==> src/rtl/rtc_pkg.sv <==
// rtc_pkg: RTC register map, burst sizes, state encodings and bus-drive helpers
// shared by rtc_snapshot_reader and rtc_bus_cycle.
package rtc_pkg;

  localparam int N_REG   = 13;
  localparam int N_RELOJ = 9;
  localparam int N_TEMP  = 13;

  typedef enum logic [3:0] {
    IDX_CENTESIMAS     = 4'd0,
    IDX_SEGUNDOS       = 4'd1,
    IDX_MINUTOS        = 4'd2,
    IDX_HORAS          = 4'd3,
    IDX_FECHA          = 4'd4,
    IDX_MES            = 4'd5,
    IDX_ANIO           = 4'd6,
    IDX_DIA_SEMANA     = 4'd7,
    IDX_NUMERO_SEMANA  = 4'd8,
    IDX_CENTESIMAS_T   = 4'd9,
    IDX_SEGUNDOS_T     = 4'd10,
    IDX_MINUTOS_T      = 4'd11,
    IDX_HORAS_T        = 4'd12
  } regIdx_t;

  // RTC bus address of each register, in index order.
  localparam logic [7:0] REG_ADDR [N_REG] = '{
    8'h20, 8'h21, 8'h22, 8'h23, 8'h24, 8'h25, 8'h26, 8'h27, 8'h28,
    8'h40, 8'h41, 8'h42, 8'h43
  };

  typedef enum logic [2:0] {PH_IDLE, PH_ADDR, PH_GAP, PH_READ, PH_REL} busPhase_t;
  typedef enum logic [1:0] {B_IDLE, B_RUN, B_DONE} burstState_t;

  typedef struct packed {
    logic       csN;
    logic       rdN;
    logic       wrN;
    logic       aD;
    logic       adOe;
    logic [7:0] adOut;
  } busDrive_t;

  function automatic logic [7:0] regAddr(input logic [3:0] idx);
    return (idx < 4'(N_REG)) ? REG_ADDR[idx] : 8'h00;
  endfunction

  // Pin levels held for the whole of a bus phase; anything not listed is the idle state.
  function automatic busDrive_t busDrive(input busPhase_t phase, input logic [7:0] addr);
    busDrive_t d;
    d = '{csN: 1'b1, rdN: 1'b1, wrN: 1'b1, aD: 1'b1, adOe: 1'b0, adOut: 8'h00};
    case (phase)
      PH_ADDR: begin
        d.csN   = 1'b0;
        d.wrN   = 1'b0;
        d.aD    = 1'b0;
        d.adOe  = 1'b1;
        d.adOut = addr;
      end
      PH_GAP:  d.aD = 1'b0;
      PH_READ: begin
        d.csN = 1'b0;
        d.rdN = 1'b0;
      end
      default: ;
    endcase
    return d;
  endfunction

  function automatic logic isBcd(input logic [7:0] b);
    return (b[7:4] <= 4'd9) && (b[3:0] <= 4'd9);
  endfunction

endpackage

==> src/rtl/rtc_bus_cycle.sv <==
// rtc_bus_cycle: one ADDR/GAP/READ/REL read transaction on the RTC AD bus, PH clocks per phase.
// start is taken while idle or in the last REL cycle, so transactions chain back to back.
module rtc_bus_cycle
  import rtc_pkg::*;
#(
  parameter int PH = 4
) (
  input  logic       clk,
  input  logic       reset,
  input  logic       start,
  input  logic [7:0] addr,
  input  logic [7:0] ad_in,
  output logic       capture,
  output logic       done,
  output logic [7:0] dato,
  output logic [7:0] ad_out,
  output logic       ad_oe,
  output logic       cs_n,
  output logic       rd_n,
  output logic       wr_n,
  output logic       a_d
);

  localparam int CW = (PH > 1) ? $clog2(PH) : 1;
  localparam logic [CW-1:0] LAST = CW'(PH - 1);

  busPhase_t     phase;
  logic [CW-1:0] phaseCnt;
  logic          phaseEnd;
  busDrive_t     drive;

  assign phaseEnd = (phaseCnt == LAST);
  // capture marks the edge on which the bus value is taken; dato is that value.
  assign capture  = (phase == PH_READ) && phaseEnd;
  assign done     = (phase == PH_REL) && phaseEnd;
  assign dato     = ad_in;

  // NOTE: all state here is updated with non-blocking assignments so every register
  // sees the pre-edge values of the others, whatever order the statements are in.
  always_ff @(posedge clk or posedge reset) begin
    if (reset) begin
      phase    <= PH_IDLE;
      phaseCnt <= '0;
      drive    <= busDrive(PH_IDLE, 8'h00);
    end else begin
      phaseCnt <= (phase == PH_IDLE || phaseEnd) ? '0 : phaseCnt + 1'b1;
      case (phase)
        PH_IDLE: if (start) begin
          phase <= PH_ADDR;
          drive <= busDrive(PH_ADDR, addr);
        end
        PH_ADDR: if (phaseEnd) begin
          phase <= PH_GAP;
          drive <= busDrive(PH_GAP, addr);
        end
        PH_GAP: if (phaseEnd) begin
          phase <= PH_READ;
          drive <= busDrive(PH_READ, addr);
        end
        PH_READ: if (phaseEnd) begin
          phase <= PH_REL;
          drive <= busDrive(PH_REL, addr);
        end
        PH_REL: if (phaseEnd) begin
          if (start) begin
            phase <= PH_ADDR;
            drive <= busDrive(PH_ADDR, addr);
          end else begin
            phase <= PH_IDLE;
            drive <= busDrive(PH_IDLE, addr);
          end
        end
        default: begin
          phase <= PH_IDLE;
          drive <= busDrive(PH_IDLE, 8'h00);
        end
      endcase
    end
  end

  assign ad_out = drive.adOut;
  assign ad_oe  = drive.adOe;
  assign cs_n   = drive.csN;
  assign rd_n   = drive.rdN;
  assign wr_n   = drive.wrN;
  assign a_d    = drive.aD;

endmodule

==> src/rtl/rtc_snapshot_reader.sv <==
// rtc_snapshot_reader: on each tick_frame reads the RTC clock (and timer) registers and streams them out.
// Optional: define RTC_BCD_CHECK_EN to replace non-BCD bytes with the last good value and flag bcd_err.
module rtc_snapshot_reader
  import rtc_pkg::*;
#(
  parameter int PH = 4
) (
  input  logic       clk,
  input  logic       reset,
  input  logic       tick_frame,
  input  logic       temporizador,
  input  logic [7:0] ad_in,
  output logic [7:0] ad_out,
  output logic       ad_oe,
  output logic       cs_n,
  output logic       rd_n,
  output logic       wr_n,
  output logic       a_d,
  output logic [7:0] dato_rtc,
  output logic [3:0] dato_idx,
  output logic       dato_valid,
  output logic       busy,
  output logic       snapshot_done,
  output logic       bcd_err
);

  burstState_t burstState;
  logic [3:0]  idx;
  logic [3:0]  lastIdx;
  logic        more;
  logic        start;
  logic        capture;
  logic        txnDone;
  logic [7:0]  addr;
  logic [7:0]  busDato;
  logic [7:0]  outByte;

  // The burst opens straight from tick_frame so the first ADDR cycle follows the tick edge.
  assign start = ((burstState == B_IDLE) && tick_frame) || ((burstState == B_RUN) && more);
  assign addr  = (burstState == B_IDLE) ? regAddr(IDX_CENTESIMAS) : regAddr(idx);

  rtc_bus_cycle #(.PH(PH)) u_bus (
    .clk     (clk),
    .reset   (reset),
    .start   (start),
    .addr    (addr),
    .ad_in   (ad_in),
    .capture (capture),
    .done    (txnDone),
    .dato    (busDato),
    .ad_out  (ad_out),
    .ad_oe   (ad_oe),
    .cs_n    (cs_n),
    .rd_n    (rd_n),
    .wr_n    (wr_n),
    .a_d     (a_d)
  );

  always_ff @(posedge clk or posedge reset) begin
    if (reset) begin
      burstState    <= B_IDLE;
      idx           <= '0;
      lastIdx       <= '0;
      more          <= 1'b0;
      busy          <= 1'b0;
      snapshot_done <= 1'b0;
      dato_valid    <= 1'b0;
      dato_rtc      <= '0;
      dato_idx      <= '0;
    end else begin
      dato_valid    <= 1'b0;
      snapshot_done <= 1'b0;
      case (burstState)
        B_IDLE: if (tick_frame) begin
          burstState <= B_RUN;
          busy       <= 1'b1;
          idx        <= '0;
          more       <= 1'b1;
          lastIdx    <= temporizador ? 4'(N_TEMP - 1) : 4'(N_RELOJ - 1);
        end
        B_RUN: begin
          if (capture) begin
            dato_valid <= 1'b1;
            dato_idx   <= idx;
            dato_rtc   <= outByte;
            idx        <= idx + 4'd1;
            more       <= (idx != lastIdx);
          end
          if (txnDone && !more) begin
            burstState    <= B_DONE;
            busy          <= 1'b0;
            snapshot_done <= 1'b1;
          end
        end
        default: burstState <= B_IDLE;
      endcase
    end
  end

`ifdef RTC_BCD_CHECK_EN
  logic [7:0] shadow [N_REG];
  logic       byteOk;

  assign byteOk  = isBcd(busDato);
  assign outByte = byteOk ? busDato : shadow[idx];

  // NOTE: the shadow file sits behind a reset because its contents are visible on
  // dato_rtc; a memory that is never read before being written would not need one.
  always_ff @(posedge clk or posedge reset) begin
    if (reset) begin
      for (int i = 0; i < N_REG; i++) shadow[i] <= '0;
      bcd_err <= 1'b0;
    end else if ((burstState == B_RUN) && capture) begin
      if (byteOk) shadow[idx] <= busDato;
      else        bcd_err     <= 1'b1;
    end
  end
`else
  assign outByte = busDato;
  assign bcd_err = 1'b0;
`endif

endmodule

==> config.mk <==
export PLATFORM = sky130hd
export DESIGN_NAME = rtc_snapshot_reader
export DESIGN_NICKNAME = d
export VERILOG_FILES = /design/src/rtl/rtc_pkg.sv /design/src/rtl/rtc_bus_cycle.sv /design/src/rtl/rtc_snapshot_reader.sv
export SDC_FILE = /design/constraint.sdc
export NUM_CORES = 1
export LEC_CHECK = 0
export BUFFER_PORTS_ARGS = -buffer_cell sky130_fd_sc_hd__buf_2
export CAP_MARGIN = 20
export CORE_MARGIN = 10
export CORE_UTILIZATION = 54
export CTS_BUF_LIST = sky130_fd_sc_hd__clkbuf_16
export CTS_CLUSTER_SIZE = 30
export DETAILED_ROUTE_END_ITERATION = 6
export GPL_ROUTABILITY_DRIVEN = 0
export PLACE_DENSITY = 0.84
export REMOVE_ABC_BUFFERS = 1
export SLEW_MARGIN = 10
export SYNTH_ARGS = -nofsm -noshare
export SYNTH_HDL_FRONTEND = slang
export SYNTH_SLANG_ARGS = --single-unit
==> constraint.sdc <==
create_clock -name clk -period 2.5 [get_ports clk]
set_input_delay 0.375 -clock clk [delete_from_list [all_inputs] [get_ports clk]]
set_output_delay 0.375 -clock clk [all_outputs]
set_load 0.02 [all_outputs]
Word level (Yosys, flattened, before mapping)
Memories as Yosys holds them, arrays and structs flattened.
Index checks and enable logic that the tools add are counted.
{ "op_classes": {"n_addsub": 2, "eq_ne": 15, "n_mux": 35, "magnitude_cmp": 2, "bitwise_logic": 1, "n_reduce_logical": 17} }
{ "op_table": {"columns": ["op", "n"], "rows": [
  ["$mux 13", 6],
  ["$pmux 13 s5", 1],
  ["$mux 8", 4],
  ["$mux 3", 6],
  ["$pmux 3 s5", 1],
  ["$ne 2x1->1 const B", 5],
  ["$mux 1", 8],
  ["$mux 4", 2],
  ["$pmux 4 s2", 1],
  ["$eq 3x2->1 const B", 2],
  ["$mux 2", 3],
  ["$ne 2x2->1 const B", 3],
  ["$reduce_and 2->1", 3],
  ["$reduce_and 3->1", 2],
  ["$ge 5x5->1 const B", 1],
  ["$logic_and 1x1->1", 5],
  ["$not 4->5", 1],
  ["$reduce_and 5->1", 1],
  ["$add 4x1->4 const B", 1],
  ["$lt 4x4->1 const B", 1],
  ["$ne 4x4->1", 1],
  ["$pmux 1 s2", 2],
  ["$pmux 2 s2", 1],
  ["$eq 3x1->1 const B", 1],
  ["9 further kinds", 10]
]} }
{ "word_totals": {"mem_count": 1, "reg_bits": 44, "input_bits": 12, "output_inout_bits": 29, "mem_bits_ro": 128, "elab_cells": 90} }
{ "mem_list": {"columns": ["memory", "words", "word_bits", "rd", "rd_clocked_by_memory_dff", "write_ports", "line_no", "source"], "rows": [
  ["(no name shown)", 16, 8, 1, 0, 0, "rtc_pkg.sv:44", "return (idx < 4'(N_REG)) ? REG_ADDR[idx] : 8'h00;"]
]} }

Depth between registers and ports, before layout
{ "depth": {"depth_word": 9, "depth_mapped": 8} }

Hierarchy
Synthesis repeated with hierarchy kept, for this count alone.
{ "hier_totals": {"cells_unflattened": 198, "hier_area_um2": 2147.1} }
{ "by_module_without_submodules": {"columns": ["module", "area_each_um2", "cells_each", "instances"], "rows": [
  ["rtc_snapshot_reader", 1151.1, 118, 1],
  ["rtc_bus_cycle", 996.0, 80, 1]
]} }

Worst setup path before layout
OpenSTA, ideal clock, no wires.
{ "synth_path": {"path_kind": "register to register", "start": "reg u_bus.phaseCnt[0]", "end": "reg dato_rtc[0]", "path_stages_with_launch": 8, "path_buffers": 2, "t_required_ps": 2375, "synth_period_minus_slack_ps": 1776, "slack_ps": 724, "arrival_time_ps": 1650, "cell_sequence": "dfrtp_1 > ha_1 > nand2_1 > or3_4 > buf_6 > inv_6 > buf_12 > mux2_4"} }
{ "synth_via": {"elab_chain_cells": 3} }
{ "synth_rtl": {"columns": ["item", "line_no", "source"], "rows": [
  ["start, declared", "rtc_bus_cycle.sv:28", "logic [CW-1:0] phaseCnt;"],
  ["start signal, assigned", "rtc_bus_cycle.sv:46", "phaseCnt <= (phase == PH_IDLE || phaseEnd) ? '0 : phaseCnt + 1'b1;"],
  ["$eq 2x2->1", "rtc_bus_cycle.sv:32", "assign phaseEnd = (phaseCnt == LAST);"],
  ["$logic_and 1x1->1", "rtc_bus_cycle.sv:34", "assign capture = (phase == PH_READ) && phaseEnd;"],
  ["$reduce_and 2->1 (no source line)", null, null],
  ["end signal, assigned", "rtc_snapshot_reader.sv:85", "dato_rtc <= outByte;"],
  ["end, declared", "rtc_snapshot_reader.sv:19", "output logic [7:0] dato_rtc,"]
]} }
Every way passes these cells.
A chain may end at the register's enable or synchronous reset.

Worst setup path in the final report
{ "layout_path": {"start": "reg u_bus.phase[2]", "end": "reg dato_rtc[2]"} }
{ "layout_via": {"elab_chain_cells": 3} }
{ "layout_rtl": {"columns": ["item", "line_no", "source"], "rows": [
  ["start, declared", "rtc_bus_cycle.sv:27", "busPhase_t phase;"],
  ["start signal, assigned", "rtc_bus_cycle.sv:42", "phase <= PH_IDLE;"],
  ["start signal, assigned", "rtc_bus_cycle.sv:49", "phase <= PH_ADDR;"],
  ["start signal, assigned", "rtc_bus_cycle.sv:53", "phase <= PH_GAP;"],
  ["$eq 3x2->1", "rtc_bus_cycle.sv:34", null],
  ["$logic_and 1x1->1", "rtc_bus_cycle.sv:34", null],
  ["$reduce_and 2->1 (no source line)", null, null]
]} }
Every way passes these cells.

==> results.py <==
metrics = {
    "critical_path": {
        "critPathKind": "reg2reg",
        "crit_fanout": 16,
        "cp.arrival_ns": 1.99,
        "r2r_cells": 4,
        "critPathTopFamily": "simple AND/OR/NAND/NOR gates",
        "cp_num_cells": 4,
        "rrSetupSlack_ns": 0.68,
        "crit-reg2reg-capture": "dato_rtc[2]",
        "cp_slowest_stage_delay_ns": 0.54,
        "crit_slowest_cell": "dfrtp_1",
        "crit_buf_inv": 1,
        "rr_startpoint": "u_bus.phase[2]",
        "crit_required_ns": 2.67,
        "startpoint": "u_bus.phase[2]",
        "end_kind": "flop",
        "start_kind": "flop",
        "path_cells": "nand2b_1 -> or3_4 -> inv_6 -> mux2_2",
        "endpoint": "dato_rtc[2]",
    },
    "detailed_routing": {
        "drc": 0,
        "vias_per_cell": 5.365,
        "detail_route.wl_per_cell_um": 15.15,
        "dr_total_vias": 1368,
        "drt_first_pass_iters": 4,
        "drt-total-wl_um": 3862,
        "ant_nets": 0,
        "drt_iter0_drc": 81,
    },
    "floorplanning": {
        "row_count": 21,
        "die_w_um": 80.41,
        "num_io_pins": 41,
        "die_h_um": 80.41,
        "coreArea_sq_mm": 0.003442,
        "initial_core_util": 0.5725,
        "fp.dieArea_sq_mm": 0.006466,
    },
    "synthesis": {
        "synth_edf_count": 0,
        "avgSynthCellArea_sq_um": 11.39,
        "yosysSeqAreaShare": 0.5105,
        "synthFlopType": "dfrtp_1",
        "yosys.area.top_type": "dfrtp_1",
        "synth_top_area_share": 0.4571,
        "synthCells": 173,
        "synth_area_leaders": "dfrtp_1 46%, dfstp_2 5.3%, mux2_4 5.3%",
        "synth_cell_types": 41,
        "ys_ff_latch": 40,
        "synth_area_sq_mm": 0.001971,
        "yosysWarnings": 0,
        "ys_async_sr_fraction": 1.000,
    },
    "clock_network": {
        "cts_hold_buf": 0,
        "ctsResizeCount": 0,
        "cts-root-buf": "clkbuf_16",
        "cts_made_buffers": 5,
        "cts_tree": "built",
        "insertion_delay_ns": 0.28,
        "htreeDepth": 2,
        "post-cts-setup-buffer-count": 0,
        "clkSlewWorstSetupHoldPaths_ns": 0.05,
        "cts.sinks": 40,
        "cts_buffer_depth": 2,
    },
    "pwr": {
        "leakage_nw": 1.101,
        "ir_drop_v": 0.0005874,
        "finalPower_mw": 2.618,
        "p_per_area_mw_per_mm2": 1149,
    },
    "global_route": {
        "antenna_found_initial": 0,
        "use_met2": 0.1871,
        "grt-ovfl-total": 0,
        "grt_pass1_vias": 1343,
        "grtUsageMet1": 0.1609,
        "grt_busiest_layer": "met2",
        "gr-usage-all-layers": 0.1263,
        "grt_pass1_wl_um": 6458,
        "grt_max_degree": 41,
        "use_met3": 0.03675,
    },
    "finish": {
        "syn2layout_area_growth_pct": 15.62,
        "diodes": 0,
        "layout.nets": 226,
        "drive_above_1_share": 0.3206,
        "fin_area_sq_mm": 0.002278,
        "final_core_util": 0.6619,
        "stdcell_count": 255,
    },
    "sta": {
        "worst_clock_skew_ns": 0.002565,
        "hold_viol": 0,
        "fmax_ghz": 0.5490,
        "hold_slack_ns": 0.2058,
        "fin_crit_sh": 0.7286,
        "fin_ws_ns": 0.6786,
        "maxSlewViolCount": 0,
        "fin_crit_ns": 1.821,
        "setup_viol": 0,
        "rsz0062_at_grt": "false",
        "setup_tns_ns": 0,
    },
    "placed_design": {
        "place_inst": 247,
        "post-place-ws_ns": 0.6972,
        "placed_area_sq_mm": 0.002142,
        "dp_hpwl_um": 2855,
        "portBuffers": 37,
    },
    "hold_path": {
        "hold_class": "in2async",
    },
    "flow_run": {
        "maxCapViolCount": 0,
    },
    "outcome": {
        "status": "complete, no violations",
    },
}
how the worst min path moves through the flow:
stage | start | to | cells after the start
floorplan | u_bus.phaseCnt[0] | u_bus.phaseCnt[0] | 1
global placement | u_bus.phaseCnt[0] | u_bus.phaseCnt[0] | 1
detailed placement | u_bus.phaseCnt[0] | u_bus.phaseCnt[0] | 1
CTS | reset | dato_rtc[3] | 3
global route | reset | u_bus.phase[0] | 3
finish | reset | u_bus.phase[0] | 3
worst min-delay path: cells and delay by family:
family | cells | cell delay, ns
buffers and inverters | 3 | 0.55
cell usage in the layout, fill, tap and decap left out, types with 3 or more instances in the layout:
| master | instances |
|---|---|
| nor2_1 | 10 |
| mux2i_1 | 4 |
| inv_1 | 12 |
| o21ai_0 | 13 |
| nand2b_1 | 4 |
| a32o_1 | 4 |
| nand2_1 | 10 |
| nor3_1 | 9 |
| nand3_1 | 3 |
| a21oi_1 | 5 |
| ha_1 | 6 |
| mux2_2 | 7 |
| buf_2 | 37 |
| dfstp_2 | 4 |
| clkbuf_16 | 5 |
| dfrtp_1 | 36 |
| o2bb2ai_1 | 3 |
| xnor2_1 | 3 |
| mux2_4 | 7 |
| conb_1 | 3 |
synth_stat cells (2+ instances only):
master / count
dfrtp_1: 36
o21ai_0: 13
inv_1: 10
nand2_1: 10
nor2_1: 10
nor3_1: 9
mux2_2: 7
mux2_4: 7
ha_1: 6
a21oi_1: 5
clkbuf_1: 5
a32o_1: 4
dfstp_2: 4
mux2i_1: 4
nand2b_1: 4
buf_4: 3
nand3_1: 3
o2bb2ai_1: 3
xnor2_1: 3
buf_2: 2
buf_6: 2
nand4b_1: 2
o31ai_1: 2
xor2_1: 2
registers in the layout, summed over array words and instances, names as in the netlist, 2 cells and up:
name            cells
idx                 4
u_bus.ad_out        6
u_bus.phaseCnt      2
lastIdx             2
burstState          2
dato_idx            4
dato_rtc            8
u_bus.phase         3
report_power, final:
| group | total, mW | switching [mW] | internal (mW) |
|---|---|---|---|
| clock network | 0.587 | 0.229 | 0.358 |
| logic | 1.01 | 0.572 | 0.435 |
| registers | 1.02 | 0.164 | 0.861 |
final cells by class:
cell class                 instances  area [sq um]
sequential                        40          1006
multi-input combinational        111         832.0
tap                               46         57.56
clock buffer                       5         125.1
timing repair buffer              39         200.2
inverter                          11         46.29
clock inverter                     3         11.26
fill                             266          1164
kinds of logic after synthesis:
family,synth area share
AND/OR/NAND/NOR,0.1314
flip-flops,0.5105
AO/OA/AOI/OAI,0.1111
buffers and inverters,0.07111
multiplexers,0.1137
adder cells (fa/ha/maj),0.03809
XOR/XNOR,0.02223
other,0.001903
layer usage:
metal  vias up  share of wire
met5         -              0
li1        665              -
met4         0          0.023
met3         8          0.069
met2        39           0.44
met1       656           0.47
(Power assumes the default switching activity.)
